### src/rtl/display_pkg.sv
// Shared types and constants for the seven-segment display arbitration logic.
package display_pkg;

    typedef enum logic [1:0] {
        ST_IDLE = 2'd0,
        ST_OWN  = 2'd1,
        ST_GAP  = 2'd2
    } state_t;

    localparam int                 DIGIT_W        = 4;
    localparam logic [DIGIT_W-1:0] BLANK_CODE_DEF = 4'hF;

endpackage

### src/rtl/rr_priority_pick.sv
// Combinational round-robin picker: first set request strictly after i_ptr, with wrap.
// Zero latency; no flow control, o_vld low when no request is set.
module rr_priority_pick #(
    parameter int N     = 3,
    parameter int PTR_W = 2
) (
    input  logic [N-1:0]     i_req,
    input  logic [PTR_W-1:0] i_ptr,
    output logic [N-1:0]     o_gnt,
    output logic [PTR_W-1:0] o_idx,
    output logic             o_vld
);

    int w_dist;
    int w_best;

    // Distance 0 is the slot right after the pointer; the old owner sits at N-1.
    always_comb begin
        o_gnt  = '0;
        o_idx  = '0;
        o_vld  = 1'b0;
        w_best = N;
        w_dist = 0;
        for (int j = 0; j < N; j++) begin
            w_dist = (j + 2 * N - int'(i_ptr) - 1) % N;
            if (i_req[j] && (w_dist < w_best)) begin
                w_best   = w_dist;
                o_gnt    = '0;
                o_gnt[j] = 1'b1;
                o_idx    = PTR_W'(j);
                o_vld    = 1'b1;
            end
        end
    end

endmodule

### src/rtl/display_arbiter.sv
// Round-robin owner of the two-digit display with min/max hold and a blank gap between owners.
// Grant one cycle after request, digits one cycle after grant; requesters simply wait while not granted.
module display_arbiter
    import display_pkg::*;
#(
    parameter int                 NUM_REQ    = 3,
    parameter int                 MIN_HOLD   = 50_000_000,
    parameter int                 MAX_HOLD   = 200_000_000,
    parameter int                 GAP_CYCLES = 5_000_000,
    parameter logic [DIGIT_W-1:0] BLANK_CODE = BLANK_CODE_DEF
) (
    input  logic                       clk,
    input  logic                       rst,
    input  logic [NUM_REQ-1:0]         req,
    input  logic [DIGIT_W*NUM_REQ-1:0] d1_in,
    input  logic [DIGIT_W*NUM_REQ-1:0] d2_in,
    output logic [NUM_REQ-1:0]         grant,
    output logic [DIGIT_W-1:0]         disp_1,
    output logic [DIGIT_W-1:0]         disp_2,
    output logic                       busy
);

    localparam int PTR_W   = $clog2(NUM_REQ);
    localparam int CNT_MAX = (MAX_HOLD > GAP_CYCLES) ? MAX_HOLD : GAP_CYCLES;
    localparam int CNT_W   = $clog2(CNT_MAX + 1);

    localparam logic [CNT_W-1:0] MIN_LAST = CNT_W'(MIN_HOLD - 1);
    localparam logic [CNT_W-1:0] MAX_LAST = CNT_W'(MAX_HOLD - 1);
    localparam logic [CNT_W-1:0] GAP_LAST = CNT_W'(GAP_CYCLES - 1);

    state_t               r_state, w_state_nxt;
    logic [NUM_REQ-1:0]   r_grant, w_grant_nxt;
    logic [DIGIT_W-1:0]   r_d1, w_d1_nxt;
    logic [DIGIT_W-1:0]   r_d2, w_d2_nxt;
    logic                 r_busy, w_busy_nxt;
    logic [CNT_W-1:0]     r_cnt, w_cnt_nxt;
    logic [PTR_W-1:0]     r_ptr, w_ptr_nxt;

    logic [NUM_REQ-1:0]   w_pick_gnt;
    logic [PTR_W-1:0]     w_pick_idx;
    logic                 w_pick_vld;
    logic [DIGIT_W-1:0]   w_own_d1;
    logic [DIGIT_W-1:0]   w_own_d2;
    logic                 w_own_req;
    logic                 w_other_req;

    rr_priority_pick #(
        .N     (NUM_REQ),
        .PTR_W (PTR_W)
    ) u_pick (
        .i_req (req),
        .i_ptr (r_ptr),
        .o_gnt (w_pick_gnt),
        .o_idx (w_pick_idx),
        .o_vld (w_pick_vld)
    );

    // The one-hot grant selects the owner's digits, avoiding a variable part-select.
    always_comb begin
        w_own_d1 = '0;
        w_own_d2 = '0;
        for (int i = 0; i < NUM_REQ; i++) begin
            if (r_grant[i]) begin
                w_own_d1 = w_own_d1 | d1_in[i*DIGIT_W +: DIGIT_W];
                w_own_d2 = w_own_d2 | d2_in[i*DIGIT_W +: DIGIT_W];
            end
        end
    end

    assign w_own_req   = |(req & r_grant);
    assign w_other_req = |(req & ~r_grant);

    always_comb begin
        w_state_nxt = r_state;
        w_grant_nxt = r_grant;
        w_d1_nxt    = r_d1;
        w_d2_nxt    = r_d2;
        w_busy_nxt  = r_busy;
        w_cnt_nxt   = r_cnt;
        w_ptr_nxt   = r_ptr;
        case (r_state)
            ST_IDLE: begin
                w_d1_nxt   = BLANK_CODE;
                w_d2_nxt   = BLANK_CODE;
                w_busy_nxt = 1'b0;
                if (w_pick_vld) begin
                    w_state_nxt = ST_OWN;
                    w_grant_nxt = w_pick_gnt;
                    w_ptr_nxt   = w_pick_idx;
                    w_cnt_nxt   = '0;
                    w_busy_nxt  = 1'b1;
                end
            end
            ST_OWN: begin
                w_d1_nxt = w_own_d1;
                w_d2_nxt = w_own_d2;
                if (r_cnt < MAX_LAST) begin
                    w_cnt_nxt = r_cnt + 1'b1;
                end
                if ((r_cnt >= MIN_LAST) &&
                    (!w_own_req || ((r_cnt >= MAX_LAST) && w_other_req))) begin
                    w_state_nxt = ST_GAP;
                    w_grant_nxt = '0;
                    w_d1_nxt    = BLANK_CODE;
                    w_d2_nxt    = BLANK_CODE;
                    w_cnt_nxt   = '0;
                end
            end
            ST_GAP: begin
                w_cnt_nxt = r_cnt + 1'b1;
                if (r_cnt >= GAP_LAST) begin
                    w_state_nxt = ST_IDLE;
                    w_cnt_nxt   = '0;
                    w_busy_nxt  = 1'b0;
                end
            end
            default: begin
                w_state_nxt = ST_IDLE;
            end
        endcase
    end

    always_ff @(posedge clk or posedge rst) begin
        if (rst) begin
            r_state <= ST_IDLE;
            r_grant <= '0;
            r_d1    <= BLANK_CODE;
            r_d2    <= BLANK_CODE;
            r_busy  <= 1'b0;
            r_cnt   <= '0;
            r_ptr   <= PTR_W'(NUM_REQ - 1);
        end else begin
            r_state <= w_state_nxt;
            r_grant <= w_grant_nxt;
            r_d1    <= w_d1_nxt;
            r_d2    <= w_d2_nxt;
            r_busy  <= w_busy_nxt;
            r_cnt   <= w_cnt_nxt;
            r_ptr   <= w_ptr_nxt;
        end
    end

    assign grant  = r_grant;
    assign disp_1 = r_d1;
    assign disp_2 = r_d2;
    assign busy   = r_busy;

endmodule

### config.mk
export PLATFORM = sky130hd
export DESIGN_NAME = display_arbiter
export DESIGN_NICKNAME = d
export VERILOG_FILES = /design/src/rtl/display_pkg.sv /design/src/rtl/rr_priority_pick.sv /design/src/rtl/display_arbiter.sv
export SDC_FILE = /design/constraint.sdc
export NUM_CORES = 1
export LEC_CHECK = 0
export ABC_AREA = 0
export ABC_CLOCK_PERIOD_IN_PS = 10200
export CAP_MARGIN = 20
export CORE_ASPECT_RATIO = 1.75
export CORE_MARGIN = 2
export CORE_UTILIZATION = 30
export CTS_CLUSTER_DIAMETER = 200
export CTS_CLUSTER_SIZE = 16
export DETAILED_ROUTE_END_ITERATION = 8
export GPL_TIMING_DRIVEN = 0
export HOLD_SLACK_MARGIN = 0.06
export PLACE_DENSITY = 0.5
export SYNTH_ARGS = -nofsm -noshare
export SYNTH_HDL_FRONTEND = slang
export SYNTH_HIERARCHICAL = 1
export SYNTH_SLANG_ARGS = --single-unit
### constraint.sdc
create_clock -name clk -period 10.2 [get_ports clk]
set_input_delay 2.04 -clock clk [delete_from_list [all_inputs] [get_ports clk]]
set_output_delay 2.04 -clock clk [all_outputs]
set_load 0.02 [all_outputs]
==> qor.txt, run 1 <==
Cell with the most instances after synthesis - ha_1
Instance area at placement - 6759 um2
Clock latency on the worst-skew pair - 0.30 ns
Mean post-synth cell area - 8.482 um2
Post-route cell area - 6993 um2
Largest stage delay on the critical path - 0.48 ns
Synthesized area - 6031 um2
Largest cells by area after synthesis - ha_1 16%, dfrtp_1 15%, mux2_4 6.7%, a21oi_1 4.1%, dfstp_2 3.9%
I/O Pins - 41
Power per cell area - 57.64 nW/um2
Final critical-path required period - 9.494 ns
Internal power of the cells - 301.4 uW
# diodes - 0
Total wire length - 18750 um
Routability Congestion - 0.8526
Number of standard-cell rows in the floorplan - 68
Flip-flop and latch area - 1114 um2
Pleak - 2.896 nW
Multi-input logic area - 4597 um2
Share of power burned in the clock network - 0.420
YS warnings - 6
Post-route setup slack - 0.7057 ns
Library cell appearing most often on the critical path - ha_1
Gate count of the mapped netlist - 711
Total of endpoints with negative setup slack in the final report - 0
Detail-routed net length per standard cell - 18.58 um
Floorplan die height - 191.6 um
Clock sink count - 44
Detailed placement HPWL - 14940 um
CP top delay family - compound AO/OA/AOI/OAI gates
Number of maximum-capacitance constraint violations - 0
Worst Path Required - 10.37 ns
Cell variety after synth - 83
Number of placed cells counting well taps - 997
Worst vdd rail ir drop - 0.00006612 V
Maximum frequency from static timing analysis - 0.1053 GHz
Number of design rule violations left after detail routing - 0
H-tree levels - 2
Switching power total - 101.7 uW
Gr usage total - 0.1746
Relative contribution of combinational cells to total power - 0.147
Initial antenna violation count - 0
Sequential share of the synthesized area - 0.1844
Min-Delay Path Class - reg -> reg
Post-synth EDFFs - 0
Fin crit share - 0.9308
Number of standard cells in the layout, taps in and fillers out - 1009
Initial core utilization - 0.3055
Layout fillers - 2109
CP Capture Type - flop
Net count after synthesis - 818
Port Buffer Count - 40
Relative slew slack - 0.5642
# nets final - 870
Count of pins over their slew limit - 0
Final core area utilization - 0.3543
Clock input transition at the sequential cells of the worst setup and hold paths - 0.06 ns
Slew of the pin with the lowest slew margin - 0.6477 ns
DRT Pass-1 Iters - 5
Share of Yosys cell area claimed by the top area cell type - 0.1618
Area enclosed by the die boundary - 21300 um2
Switching share of total power - 0.2522
Buffer levels on the longest clock path - 2
Residual antenna-violating net count after detailed routing - 0
Post-Place Setup Slack - -0.1969 ns
Maximum fanout along the worst path - 10
Number of hold violations in the final report - 0
Via count of the first global-routing pass - 5808
Chip width - 111.2 um
Share of post-route cells with drive strength above 1 - 0.1453
Via density per instance - 5.621
Routed via count - 5672
Maximum number of pins on one net before global-route repair - 30
Clock buffers created by TritonCTS - 5
Layout Skew - 0.009623 ns
Wire length of the first global-routing pass - 29930 um
CTS tree - yes
Arr. time, crit path - 9.67 ns
Cell type contributing the most total cell area after synthesis - ha_1
Slowest stage cell on the critical path - dfrtp_2
Total of flip-flops plus latches after synthesis - 44
Async SR Flop Fraction - 1.000
Commonest cells in the synthesized netlist - 78 x ha_1, 51 x nor2_1, 50 x a21oi_1, 43 x nand2_1, 42 x nand3_1
Area Growth Syn to Fin - 15.95%
GR Overflow Total - 0
CTS Hold Buffers Added - 0
Starting DRT DRC Count - 341
Most common flop cell mapped by yosys - dfrtp_1
CTS root buffer - clkbuf_16
Result of the run - complete, no violations
Floorplan Core Area - 19740 um2
Kind of critical path - reg -> reg
Reg power frac - 0.433
Buffers & Inverters on Critical Path - 7
Startpoint kind of the worst setup timing path - flop
-- registers in the layout, indices dropped and copies added (netlist names) --
signal and cells:
busy 1, disp_1 4, disp_2 4, grant 3, r_cnt 28, r_ptr 2, r_state 2
-- placed cells by master, fill, tap and decap left out, types with 9 or more instances in the layout --
cell type and count:
dfstp_2 9, nand4_1 17, nor3_1 9, clkdlybuf4s50_1 40
inv_1 21, a21o_1 18, a222oi_1 9, nand3_1 42
nor2_1 50, dfrtp_1 34, a22o_1 13, clkbuf_1 32
nand2b_1 17, o41ai_1 14, ha_1 78, a211o_1 16
buf_2 11, mux2_4 27, a21oi_1 50, nand2_1 43
and3_1 9, o21ai_0 25
-- timing repair --
action | in CTS | in global routing
endpoints found under the setup margin | 27 | 28
buffers inserted | 0 | 4
pin swaps | 0 | 1
resized for setup | 2 | 9
-- area by class of cell --
cell class / count / share of cell area
plain buffers: 54 / 0.03954
clock buffers: 7 / 0.02040
clock inverters: 1 / 0.001074
flip-flops and latches: 44 / 0.1592
well taps: 245 / 0.04384
multi-input cells: 590 / 0.6574
repair buffers: 45 / 0.06620
inverters: 23 / 0.01235
-- path summary, 6_finish.rpt --
| check | startpoint | to | slack, ns | cells past startpoint |
|---|---|---|---|---|
| setup / recovery | r_ptr[0] | r_cnt[26] | 0.71 | 42 |
| hold / removal | disp_1[3] | disp_1[3] | 0.50 | 2 |
| setup reg to reg | r_ptr[0] | r_cnt[26] | 0.71 | 42 |
| hold reg to reg | disp_1[3] | disp_1[3] | 0.50 | 2 |
| max in group asynchronous | rst | disp_1[1] | 7.50 | 3 |
| min in group asynchronous | rst | r_cnt[22] | 2.10 | 2 |
-- worst register-to-register path, delay by kind of cell, from the launching register on --
kind / cells / cell delay (ns)
xor gates and xnor gates: 1 / 0.10
muxes: 3 / 0.84
DFF: 1 / 0.48
and+or+nand+nor: 8 / 1.79
buffers and inverters: 7 / 1.23
AOI/OAI and AO/OA: 18 / 3.77
adders and majority gates: 5 / 1.15
-- layer usage --
layer	global-route usage	wire length, um	vias to the layer above
met2	0.3696	10790	71
met4	0.06838	675	0
li1	-	-	2834
met3	0.01490	310	36
met1	0.1687	6975	2731
met5	0	0	-
-- logic make-up after synthesis --
kind of cell | synth area share
fa+ha+maj | 0.1635
mux | 0.08755
flops | 0.1844
buf+inv | 0.05934
compound gates | 0.2770
other cells | 0.0006218
xor+xnor | 0.01390
simple gates | 0.2137
-- power groups by stage --
stage / Sequential, mW / Clock [mW] / Combinational [mW]
final: 0.175 / 0.169 / 0.0591
after floorplan: 0.178 / 0 / 0.0337
after global routing: 0.174 / 0.181 / 0.0655
after global placement: 0.178 / 0 / 0.0552
after detailed placement: 0.178 / 0 / 0.0564
after CTS: 0.175 / 0.174 / 0.0567
-- metrics by stage --
stage          hold WS, ns  setup TNS [ns]  total power [mW]
2_1_floorplan       0.4895               0            0.2115
3_3_place_gp        0.4884          -5.069            0.2330
3_5_place_dp        0.4939          -3.589            0.2341
4_1_cts             0.5040               0            0.4055
5_1_grt             0.5251        -0.02559            0.4208
6_report            0.5020               0            0.4031
(Power assumes the default switching activity.)
==> inputs of run 2 (changes only) <==
--- a/config.mk
+++ b/config.mk
@@ -14,7 +14,7 @@
 export CTS_CLUSTER_DIAMETER = 200
 export CTS_CLUSTER_SIZE = 16
 export DETAILED_ROUTE_END_ITERATION = 8
-export GPL_TIMING_DRIVEN = 0
+export GPL_TIMING_DRIVEN = 1
 export HOLD_SLACK_MARGIN = 0.06
 export PLACE_DENSITY = 0.5
 export SYNTH_ARGS = -nofsm -noshare
==> qor.txt, run 2 (synthesized netlist as in run 1, its figures left out) <==
Result of the run - complete, no violations (unchanged)
GR Overflow Total - 0 (unchanged)
Number of standard-cell rows in the floorplan - 68 (unchanged)
Number of maximum-capacitance constraint violations - 0 (unchanged)
Top register by number of flip-flops - r_cnt (unchanged)
Commonest cells after routing, fill and taps aside - 77 x ha_1, 50 x a21oi_1, 50 x nor2_1 (was 78 x ha_1, 50 x a21oi_1, 50 x nor2_1)
Number of design rule violations left after detail routing - 0 (unchanged)
Total wire length - 17470 um (was 18750 um)
Largest stage delay on the critical path - 0.58 ns (was 0.48 ns)
Flip-flop and latch area - 1114 um2 (unchanged)
Post-Place Setup Slack - 0.1185 ns (was -0.1969 ns)
Startpoint of the most critical hold path - disp_2[1] (was disp_1[3])
Initial antenna violation count - 0 (unchanged)
Post-route setup slack - 0.7332 ns (was 0.7057 ns)
Min-Delay Path Class - reg -> reg (unchanged)
Worst hold endpoint - disp_2[1] (was disp_1[3])
Gr usage total - 0.1612 (was 0.1746)
CTS Hold Buffers Added - 0 (unchanged)
Buffer levels on the longest clock path - 2 (unchanged)
Detail-routed net length per standard cell - 18.04 um (was 18.58 um)
Detailed placement HPWL - 12940 um (was 14940 um)
Total negative slack - 0 ns (unchanged)
Worst Path Required - 10.38 ns (was 10.37 ns)
Floorplan Core Area - 19740 um2 (unchanged)
Clock input transition at the sequential cells of the worst setup and hold paths - 0.07 ns (was 0.06 ns)
Commonest non-fill, non-tap cell in the layout - ha_1 (unchanged)
# nets final - 829 (was 870)
Layout fillers - 2062 (was 2109)
Slew of the pin with the lowest slew margin - 0.8972 ns (was 0.6477 ns)
Via density per instance - 5.846 (was 5.621)
Floorplan die height - 191.6 um (unchanged)
Maximum fanout along the worst path - 34 (was 10)
DRT Pass-1 Iters - 7 (was 5)
Final Total Pwr - 394.7 uW (was 403.1 uW)
Port Buffer Count - 40 (unchanged)
Number of hold violations in the final report - 0 (unchanged)
Worst r2r path cells - 41 (was 42)
Starting DRT DRC Count - 419 (was 341)
Setup repair after global routing missed its margin - no
Via count of the first global-routing pass - 5711 (was 5808)
Area enclosed by the die boundary - 21300 um2 (unchanged)
Maximum number of pins on one net before global-route repair - 46 (was 30)
CTS tree - yes (unchanged)
Pleak - 2.813 nW (was 2.896 nW)
Slowest stage cell on the critical path - dfstp_2 (was dfrtp_2)
Clock latency on the worst-skew pair - 0.29 ns (was 0.30 ns)
Reg-to-Reg Start - r_ptr[1] (was r_ptr[0])
Area Growth Syn to Fin - 13.15% (was 15.95%)
Multi-input logic area - 4588 um2 (was 4597 um2)
I/O Pins - 41 (unchanged)
Chip width - 111.2 um (unchanged)
Maximum frequency from static timing analysis - 0.1056 GHz (was 0.1053 GHz)
Clock buffers created by TritonCTS - 5 (unchanged)
Power per cell area - 57.84 nW/um2 (was 57.64 nW/um2)
Worst vdd rail ir drop - 0.0001008 V (was 0.00006612 V)
Count of pins over their slew limit - 0 (unchanged)
Residual antenna-violating net count after detailed routing - 0 (unchanged)
Arr. time, crit path - 9.64 ns (was 9.67 ns)
Flop2flop setup slack - 0.73 ns (was 0.71 ns)
# diodes - 0 (unchanged)
Routability Congestion - 0.8136 (was 0.8526)
Startpoint kind of the worst setup timing path - flop (unchanged)
Capturing point of the worst reg2reg path - r_cnt[7] (was r_cnt[26])
Wire length of the first global-routing pass - 28660 um (was 29930 um)
Layout Skew - 0.006059 ns (was 0.009623 ns)
Routed via count - 5659 (was 5672)
Final critical-path required period - 9.467 ns (was 9.494 ns)
Share of post-route cells with drive strength above 1 - 0.1425 (was 0.1453)
Clock sink count - 44 (unchanged)
Relative slew slack - 0.4018 (was 0.5642)
Total of endpoints with negative setup slack in the final report - 0 (unchanged)
CP Capture Type - flop (unchanged)
H-tree levels - 2 (unchanged)
Flip-flop count of the largest register, all copies and words added - 28 (unchanged)
Fin crit share - 0.9281 (was 0.9308)
Kind of critical path - reg -> reg (unchanged)
Number of cells on the worst hold path - 2 (unchanged)
Initial core utilization - 0.3055 (unchanged)
CTS root buffer - clkbuf_16 (unchanged)
Library cell appearing most often on the critical path - ha_1 (unchanged)
## run 2: metrics by stage
stage                       util  cell area [um2]  cells  hold WS [ns]
after floorplan                -             6031    711        0.4895
after global placement    0.3335             6584    956        0.4910
final                     0.3457             6824    968        0.5049
after detailed placement  0.3341             6595    957        0.4961
after CTS                 0.3417             6744    965        0.5074
after global routing      0.3457             6824    968        0.5233
## run 2: timing repair
| action | CTS | global route |
|---|---|---|
| resized for setup | 0 | 9 |
| setup buffers | 0 | 2 |
| setup endpoints to repair | 0 | 28 |
## run 2: how the worst max path moves through the flow
stage / startpoint / end / slack (ns) / depth (start not counted)
after floorplan: r_ptr[0] / r_cnt[10] / 1.63 / 41
after global placement: r_ptr[0] / r_cnt[22] / 0.52 / 39
after detailed placement: r_ptr[0] / r_cnt[24] / 0.12 / 38
after CTS: r_ptr[0] / r_cnt[24] / 0.09 / 39
after global routing: r_ptr[1] / r_cnt[24] / 0.06 / 40
final: r_ptr[1] / r_cnt[7] / 0.73 / 41
## run 2: critical path: cells and delay by family (launching register included)
kind / cells / cell delay, ns
XOR/XNOR: 1 / 0.16
multiplexers: 3 / 0.84
AO/OA/AOI/OAI: 16 / 2.92
AND/OR/NAND/NOR: 12 / 2.43
adder cells (fa/ha/maj): 5 / 1.61
flip-flops: 1 / 0.58
buffers and inverters: 4 / 0.78
## run 2: layer usage
layer	wire length [um]	vias up	track usage	part of all wire
li1	-	2743	-	-
met1	7178	2767	0.1897	0.41
met2	9456	120	0.3110	0.54
met3	518	29	0.01268	0.030
met4	314	0	0.04274	0.018
met5	0	-	0	0
## run 2: final cells by class
class | count | area share
multi-input combinational | 590 | 0.6724
sequential | 44 | 0.1632
timing repair buffer | 58 | 0.08508
tap | 245 | 0.04492
clock buffer | 5 | 0.01834
inverter | 23 | 0.01265
clock inverter | 3 | 0.003484
## run 2: report_power, final
group          internal (mW)  switching [mW]  total [mW]
combinational         0.0271          0.0289      0.0560
sequential             0.175               0       0.175
clock                 0.0912          0.0729       0.164
total                  0.293           0.102       0.395
